`src/rtl/cdc_sync_pkg.sv`:
```
// Shared clock-domain-crossing constants used by every synchronizer in the design.
package cdc_sync_pkg;

    localparam int   CDC_STAGES_DEFAULT = 5;
    localparam logic CDC_INIT_DEFAULT   = 1'b0;
    localparam int   CDC_STAGES_MIN     = 2;
    localparam int   CDC_STAGES_MAX     = 8;

    function automatic bit stagesLegal(input int stages);
        return (stages >= CDC_STAGES_MIN) && (stages <= CDC_STAGES_MAX);
    endfunction

endpackage

```
`src/rtl/cdc_sync_ff_chain.sv`:
```
// Single-bit flop chain used as a metastability synchronizer into the clk domain.
module sync_ff_chain
    import cdc_sync_pkg::*;
#(
    parameter int   STAGES = CDC_STAGES_DEFAULT,
    parameter logic INIT   = CDC_INIT_DEFAULT
) (
    input  logic clk,
    input  logic rst,
    input  logic i_d,
    output logic o_q
);

    // Pure shift register: nothing may sit between stages, and the tools must keep every flop.
    (* ASYNC_REG = "TRUE", dont_touch = "true" *)
    logic [STAGES-1:0] r_chain = {STAGES{INIT}};

    always_ff @(posedge clk) begin
        if (rst) begin
            r_chain <= {STAGES{INIT}};
        end else begin
            r_chain <= {r_chain[STAGES-2:0], i_d};
        end
    end

    assign o_q = r_chain[STAGES-1];

endmodule

```
`src/rtl/cdc_sync.sv`:
```
// Per-bit level synchronizers plus rising-edge strobe regeneration for async done/strobe inputs.
module cdc_sync
    import cdc_sync_pkg::*;
#(
    parameter int   WIDTH  = 1,
    parameter int   STAGES = CDC_STAGES_DEFAULT,
    parameter logic INIT   = CDC_INIT_DEFAULT
) (
    input  logic             clk,
    input  logic             rst,
    input  logic [WIDTH-1:0] data_in,
    output logic [WIDTH-1:0] data_out,
    input  logic [WIDTH-1:0] pulse_i,
    output logic [WIDTH-1:0] pulse_o
);

    logic [WIDTH-1:0] w_levelSync;
    logic [WIDTH-1:0] w_pulseSync;
    logic [WIDTH-1:0] r_pulsePrev = '0;
    logic [WIDTH-1:0] r_pulseOut  = '0;

    for (genvar k = 0; k < WIDTH; k++) begin : g_bit
        sync_ff_chain #(
            .STAGES(STAGES),
            .INIT  (INIT)
        ) u_level (
            .clk(clk),
            .rst(rst),
            .i_d(data_in[k]),
            .o_q(w_levelSync[k])
        );

        sync_ff_chain #(
            .STAGES(STAGES),
            .INIT  (1'b0)
        ) u_pulse (
            .clk(clk),
            .rst(rst),
            .i_d(pulse_i[k]),
            .o_q(w_pulseSync[k])
        );
    end

    // Registered rising-edge detect on the synchronized strobe; prev follows the chain output.
    always_ff @(posedge clk) begin
        if (rst) begin
            r_pulsePrev <= '0;
            r_pulseOut  <= '0;
        end else begin
            r_pulsePrev <= w_pulseSync;
            r_pulseOut  <= w_pulseSync & ~r_pulsePrev;
        end
    end

    assign data_out = w_levelSync;
    assign pulse_o  = r_pulseOut;

endmodule

```
`config.mk`:
```
export PLATFORM = sky130hd
export DESIGN_NAME = cdc_sync
export DESIGN_NICKNAME = d
export VERILOG_FILES = /design/src/rtl/cdc_sync_pkg.sv /design/src/rtl/cdc_sync_ff_chain.sv /design/src/rtl/cdc_sync.sv
export SDC_FILE = /design/constraint.sdc
export NUM_CORES = 1
export LEC_CHECK = 0
export CAP_MARGIN = 20
export CELL_PAD_IN_SITES_DETAIL_PLACEMENT = 0
export CELL_PAD_IN_SITES_GLOBAL_PLACEMENT = 2
export CORE_AREA = 2 2 39 41
export CTS_CLUSTER_SIZE = 14
export DETAILED_ROUTE_END_ITERATION = 10
export DIE_AREA = 0 0 41 43
export PLACE_DENSITY_LB_ADDON = 0.1
export SETUP_SLACK_MARGIN = 0.2
export SKIP_LAST_GASP = 1
export SLEW_MARGIN = 20
export SYNTH_ARGS = -nofsm -noshare
export SYNTH_HDL_FRONTEND = slang
export SYNTH_HIERARCHICAL = 1
export SYNTH_SLANG_ARGS = --single-unit
```
`constraint.sdc`:
```
create_clock -name clk -period 0.8 [get_ports clk]
set_input_delay 0.08 -clock clk [delete_from_list [all_inputs] [get_ports clk]]
set_output_delay 0.08 -clock clk [all_outputs]
set_load 0.01 [all_outputs]
```
==> flow_metrics.py, run 1 <==
metrics = {
    "yosys": {
        "ys_seq_area_frac": 0.7471,
        "synth_compound_area_frac": 0,
        "yosys.area.top_type": "dfxtp_1",
        "synth_xor_area_frac": 0,
        "synth_top_family_by_area": "simple AND/OR/NAND/NOR gates",
        "synth_cells": 24,
        "yosysWarnings": 6,
        "synthMuxAreaShare": 0,
        "synthesis.area_um2": 321.6,
        "synth_top_area_share": 0.7471,
        "yosys.area_share.simple": 0.2529,
        "yosys.area_share.adder": 0,
        "synth_cell_types": 3,
        "avgSynthCellArea_um2": 13.40,
        "ys_ff_latch": 12,
        "syn_nets": 28,
        "yosys-top-cells-area": "dfxtp_1 (75%), nor2b_1 (21%), nor3b_2 (3.9%)",
    },
    "timing": {
        "report.final.slew_viol_count": 0,
        "relSlewSlack": 0.9305,
        "layout_setup_ws_ns": 0.03928,
        "worst_pin_slew_ns": 0.1038,
        "clock_skew_ns": 0.002605,
        "report.final.setup_viol": 0,
        "finalHoldViolations": 0,
        "rsz0062_at_grt": "true",
        "max_freq_mhz": 1315,
        "finalCritPeriodShare": 0.9509,
        "period_minus_slack_ns": 0.7607,
    },
    "drt": {
        "wl_per_cell_um": 7.480,
        "avgViaCountPerCell": 3.540,
        "drc": 0,
        "drtIter0Drc": 2,
        "totalWireLength_um": 374,
        "vias": 177,
        "first_pass_iters": 2,
        "postRouteAntennaNets": 0,
    },
    "clocking": {
        "cts_tree": "built",
        "post-cts-setup-buffers": 0,
        "path_clk_slew_ns": 0.07,
        "worst_skew_pair.late_latency_ns": 0.26,
        "cts.sinks": 12,
        "htree_levels": 1,
        "clock_path_buffers": 2,
        "clockRootBuffer": "clkbuf_4",
        "numCtsBuffers": 3,
    },
    "final_layout": {
        "fin_nets": 40,
        "post-route-util": 0.3047,
        "drive_gt1_frac": 0.2353,
        "diodes": 0,
        "areaGrowthSynthToFinish_pct": 31.13,
    },
    "worst_setup_path": {
        "crit_chain": "buf_2",
        "worstRegToRegCells": 1,
        "reg2reg_slack_ns": 0.26,
        "crit_path_max_fanout": 1,
        "start_kind": "flop",
        "crit_family": "flip-flops",
        "cpMaxStageDelayCell": "dfxtp_1",
        "crit_cells": 1,
        "max_stage_delay_ns": 0.30,
        "critPathCaptureType": "primary output",
        "critPathKind": "flop to primary output",
        "cp.arrival_ns": 0.68,
        "worstPathBufferInverterCount": 1,
        "reg2reg_to": "pulse_o$_SDFF_PP0_",
        "r2r-start": "g_bit[0].u_pulse/r_chain[4]$_SDFF_PP0_",
        "worstPathRequired_ns": 0.72,
        "startpoint": "g_bit[0].u_level/r_chain[4]$_SDFF_PP0_",
    },
    "hold_path": {
        "holdPathStages": 3,
        "hold_class": "primary input to flop",
        "hold_start": "rst",
        "holdPathEnd": "g_bit[0].u_pulse/r_chain[3]$_SDFF_PP0_",
    },
    "grt": {
        "grt_max_degree": 8,
        "grt_usage": 0.06566,
        "first_global_vias": 166,
        "grt_overflow_total": 0,
        "grt_antenna_before_repair": 0,
        "grt_pass1_wl_um": 641,
    },
    "power_and_ir_drop": {
        "power.total_uw": 995.8,
        "ir_drop_v": 0.001034,
        "p_leak_uw": 0.0001752,
        "p_per_area_mw_per_mm2": 2362,
    },
    "die": {
        "die_y_um": 43,
        "initial_utilization": 0.2324,
        "fp-row-count": 14,
        "dieWidth_um": 41,
        "die-area_mm2": 0.001763,
        "num_io_pins": 6,
        "core_area_mm2": 0.001384,
    },
    "place": {
        "gp_congestion": 0.5212,
        "dp_slack_ns": -0.09320,
        "io_buffers": 5,
    },
    "flow_run": {
        "max_cap_violations": 0,
    },
    "status": {
        "status": "finished, final reports clean",
    },
}
[placed cells by master (no fill, tap or decap)]
cell / netlist / layout
nor3b_2: 1 / 1
buf_2: 0 / 2
clkbuf_4: 0 / 3
nor2b_1: 11 / 11
buf_4: 0 / 1
dfxtp_1: 12 / 12
dlygate4sd2_1: 0 / 1
buf_6: 0 / 1
clkdlybuf4s50_1: 0 / 2
[worst max path at each step]
stage | slack [ns] | to
after floorplan | 0.28 | pulse_o$_SDFF_PP0_
after CTS | 0.02 | data_out
after detailed placement | -0.09 | data_out
final | 0.04 | data_out
after global routing | -0.003 | data_out
after global placement | -0.09 | pulse_o
[state kept, by name, summed over array words and instances, names as in the netlist]
name / cells
g_bit.u_level/r_chain: 5
pulse_o: 1
r_pulsePrev: 1
g_bit.u_pulse/r_chain: 5
[routing by layer]
metal  track usage  vias up  wire length (um)
li1              -       94                 -
met1       0.07541       75               177
met2       0.05625        6               157
met3       0.03141        2                30
met4        0.1200        0                 8
met5             0        -                 0
[through the flow]
stage                     area (um^2)  cells   TNS (ns)  hold WS, ns
after CTS                       421.7     50          0       0.2610
after detailed placement        406.6     47     -1.021       0.4070
after floorplan                 321.6     24          0       0.1507
final                           421.7     50          0       0.2653
after global routing            421.7     50  -0.003478       0.2806
after global placement          406.6     47    -0.8569       0.3993
[area by class of cell]
cell class | instances | area [um^2]
timing repair buffer | 7 | 57.56
sequential | 12 | 240.2
clock buffer | 3 | 22.52
multi-input combinational | 12 | 81.33
fill | 151 | 962.2
tap | 16 | 20.02
[where the power goes]
group / total [uW] / switching (uW) / internal [uW]
Combinational: 41.5 / 13.9 / 27.6
Clock: 339 / 166 / 173
Sequential: 615 / 2.75 / 612
Total: 996 / 182 / 813
[cells in the mapped netlist, drive strengths merged]
cell / count
nor3b: 1
nor2b: 11
dfxtp: 12
[cells by family after synthesis]
group            count (synthesis)
DFF                             12
and+or+nand+nor                 12
[repair_timing]
action                     4_1_cts  5_1_grt
setup endpoints to repair        3        2
hold buffers                     0        0
gates resized for setup         10        0
No activity file was read; power rests on OpenSTA's default activity.
==> inputs of run 2 (changes only) <==
Settings changed: SLEW_MARGIN 20 to 10.
==> results of run 2 <==
Same layout as run 1: the final DEF is identical, and so are final timing and power.
==> inputs of run 3 (changes only) <==
Clock period 0.8 ns to 0.85 ns, I/O delays scaled along.
==> run 3 against run 2 <==
Net effect: final cell count stayed put; sequential power is 5.9% lower; core utilization is 0.27 points higher; global-route usage stayed put; clock skew stayed put; worst setup slack better by 0.045 ns; register-to-register slack better by 0.05 ns; largest cell class unchanged; largest power group unchanged; highest routed layer unchanged.
==> flow_metrics.py, run 3 (synthesis gave the netlist of run 1 again) <==
metrics = {
    "worst_setup_path": {
        "crit_family": "flip-flops",
        "critPathKind": "flop to primary output",
        "start_kind": "flop",
        "cp.arrival_ns": 0.68,
        "crit_cells": 1,
        "worstPathBufferInverterCount": 1,
        "reg2reg_slack_ns": 0.31,
        "crit_chain": "buf_2",
        "worstRegToRegCells": 1,
        "crit_path_max_fanout": 1,
        "reg2reg_to": "pulse_o$_SDFF_PP0_",
        "r2r-start": "g_bit[0].u_pulse/r_chain[4]$_SDFF_PP0_",
        "worstPathRequired_ns": 0.76,
        "critPathCaptureType": "primary output",
        "max_stage_delay_ns": 0.30,
        "cpMaxStageDelayCell": "dfxtp_1",
    },
    "final_layout": {
        "reg_top3": "g_bit.u_level/r_chain: 5 flops, g_bit.u_pulse/r_chain: 5 flops",
        "stdcell_count": 50,
        "fin_area_um2": 425.4,
        "drive_gt1_frac": 0.2353,
        "diodes": 0,
        "final_common_cell": "dfxtp_1",
        "final_cell_mix": "dfxtp_1 (12), nor2b_1 (11), clkbuf_4 (3), clkdlybuf4s50_1 (2), buf_2 (2)",
        "areaGrowthSynthToFinish_pct": 32.30,
        "fin_nets": 40,
    },
    "clocking": {
        "path_clk_slew_ns": 0.07,
        "cts.sinks": 12,
        "post-cts-setup-buffers": 0,
        "clock_path_buffers": 2,
        "clockRootBuffer": "clkbuf_4",
        "numCtsBuffers": 3,
        "htree_levels": 1,
        "cts_tree": "built",
        "worst_skew_pair.late_latency_ns": 0.26,
    },
    "die": {
        "die-area_mm2": 0.001763,
        "die_y_um": 43,
        "initial_utilization": 0.2324,
        "core_area_mm2": 0.001384,
        "fp-row-count": 14,
        "dieWidth_um": 41,
        "num_io_pins": 6,
    },
    "power_and_ir_drop": {
        "p_per_area_mw_per_mm2": 2205,
        "ir_drop_v": 0.0009731,
        "combPwrFrac": 0.043,
        "p_clk_frac": 0.340,
        "p_switching_uw": 171.7,
        "p_leak_uw": 0.0001829,
        "p_int_uw": 766.5,
        "swShare": 0.1830,
        "power_frac_seq": 0.617,
    },
    "place": {
        "dpl-instance-area_um2": 406.6,
        "dp_slack_ns": -0.04820,
        "gp_congestion": 0.5212,
        "post-place-cells": 47,
        "io_buffers": 5,
    },
    "drt": {
        "drtIter0Drc": 2,
        "avgViaCountPerCell": 3.540,
        "first_pass_iters": 2,
        "totalWireLength_um": 375,
        "postRouteAntennaNets": 0,
        "drc": 0,
        "wl_per_cell_um": 7.500,
        "vias": 177,
    },
    "grt": {
        "first_global_vias": 166,
        "grt_pass1_wl_um": 641,
        "grt_antenna_before_repair": 0,
        "grt_usage": 0.06566,
        "grt_overflow_total": 0,
        "grt_max_degree": 8,
    },
    "timing": {
        "report.final.slew_viol_count": 0,
        "finalHoldViolations": 0,
        "layout_setup_ws_ns": 0.08428,
        "clock_skew_ns": 0.002605,
        "worst_pin_slew_ns": 0.1111,
        "report.final.setup_viol": 0,
        "max_freq_mhz": 1306,
        "whs_ns": 0.1646,
        "period_minus_slack_ns": 0.7657,
        "rsz0062_at_grt": "true",
        "finalCritPeriodShare": 0.9008,
        "relSlewSlack": 0.9258,
    },
    "hold_path": {
        "hold_start": "rst",
        "holdPathEnd": "g_bit[0].u_pulse/r_chain[3]$_SDFF_PP0_",
        "holdPathStages": 3,
        "hold_class": "primary input to flop",
    },
    "status": {
        "status": "finished, final reports clean",
    },
    "flow_run": {
        "max_cap_violations": 0,
    },
}
[run 3: cell types whose count changed in the layout (fill, tap and decap cells not counted), sizes merged]
cell,before,now
dlygate4sd2,1,0
dlymetal6s2s,0,1
[run 3: timing repair]
action	4_1_cts	5_1_grt
gates resized for setup	8	2
endpoints found under the setup margin	2	3
hold buffers	0	0
[run 3: layout make-up]
class | instances | area, um^2
Clock buffer | 3 | 22.52
Sequential cell | 12 | 240.2
Multi-Input combinational cell | 12 | 81.33
Tap cell | 16 | 20.02
Fill cell | 152 | 958.4
Timing Repair Buffer | 7 | 61.31
[run 3: worst min-delay path, stage by stage]
cell and delay, ns:
dlymetal6s2s_1 0.12, buf_6 0.13, nor2b_1 0.04
[run 3: worst max path at each step]
stage          slack [ns]                              startpoint                 end
3_5_place_dp        -0.05  g_bit[0].u_level/r_chain[4]$_SDFF_PP0_            data_out
4_1_cts              0.07  g_bit[0].u_level/r_chain[4]$_SDFF_PP0_            data_out
6_report             0.08  g_bit[0].u_level/r_chain[4]$_SDFF_PP0_            data_out
2_1_floorplan        0.33  g_bit[0].u_pulse/r_chain[4]$_SDFF_PP0_  pulse_o$_SDFF_PP0_
5_1_grt              0.04  g_bit[0].u_level/r_chain[4]$_SDFF_PP0_            data_out
3_3_place_gp        -0.04                      pulse_o$_SDFF_PP0_             pulse_o
[run 3: through the flow]
step,TNS [ns],power [uW],utilization
6_report,0,938.2,0.3074
5_1_grt,0,986.0,0.3074
4_1_cts,0,959.0,0.3029
3_5_place_dp,-0.3906,632.1,0.2939
3_3_place_gp,-0.2402,630.7,0.2939
2_1_floorplan,0,601.4,-
[run 3: power groups by stage]
| stage | registers (uW) | logic, uW | clock network [uW] |
|---|---|---|---|
| after floorplan | 591 | 9.99 | 0 |
| after global placement | 592 | 39.2 | 0 |
| after detailed placement | 592 | 40.2 | 0 |
| after CTS | 579 | 39.6 | 341 |
| after global routing | 580 | 44.2 | 362 |
| final | 579 | 40.0 | 319 |
[run 3: metal layers]
layer / vias to the layer above / global-route usage / part of all wire
li1: 94 / - / -
met1: 75 / 0.07541 / 0.47
met2: 6 / 0.05625 / 0.42
met3: 2 / 0.03141 / 0.080
met4: 0 / 0.1200 / 0.021
met5: - / 0 / 0
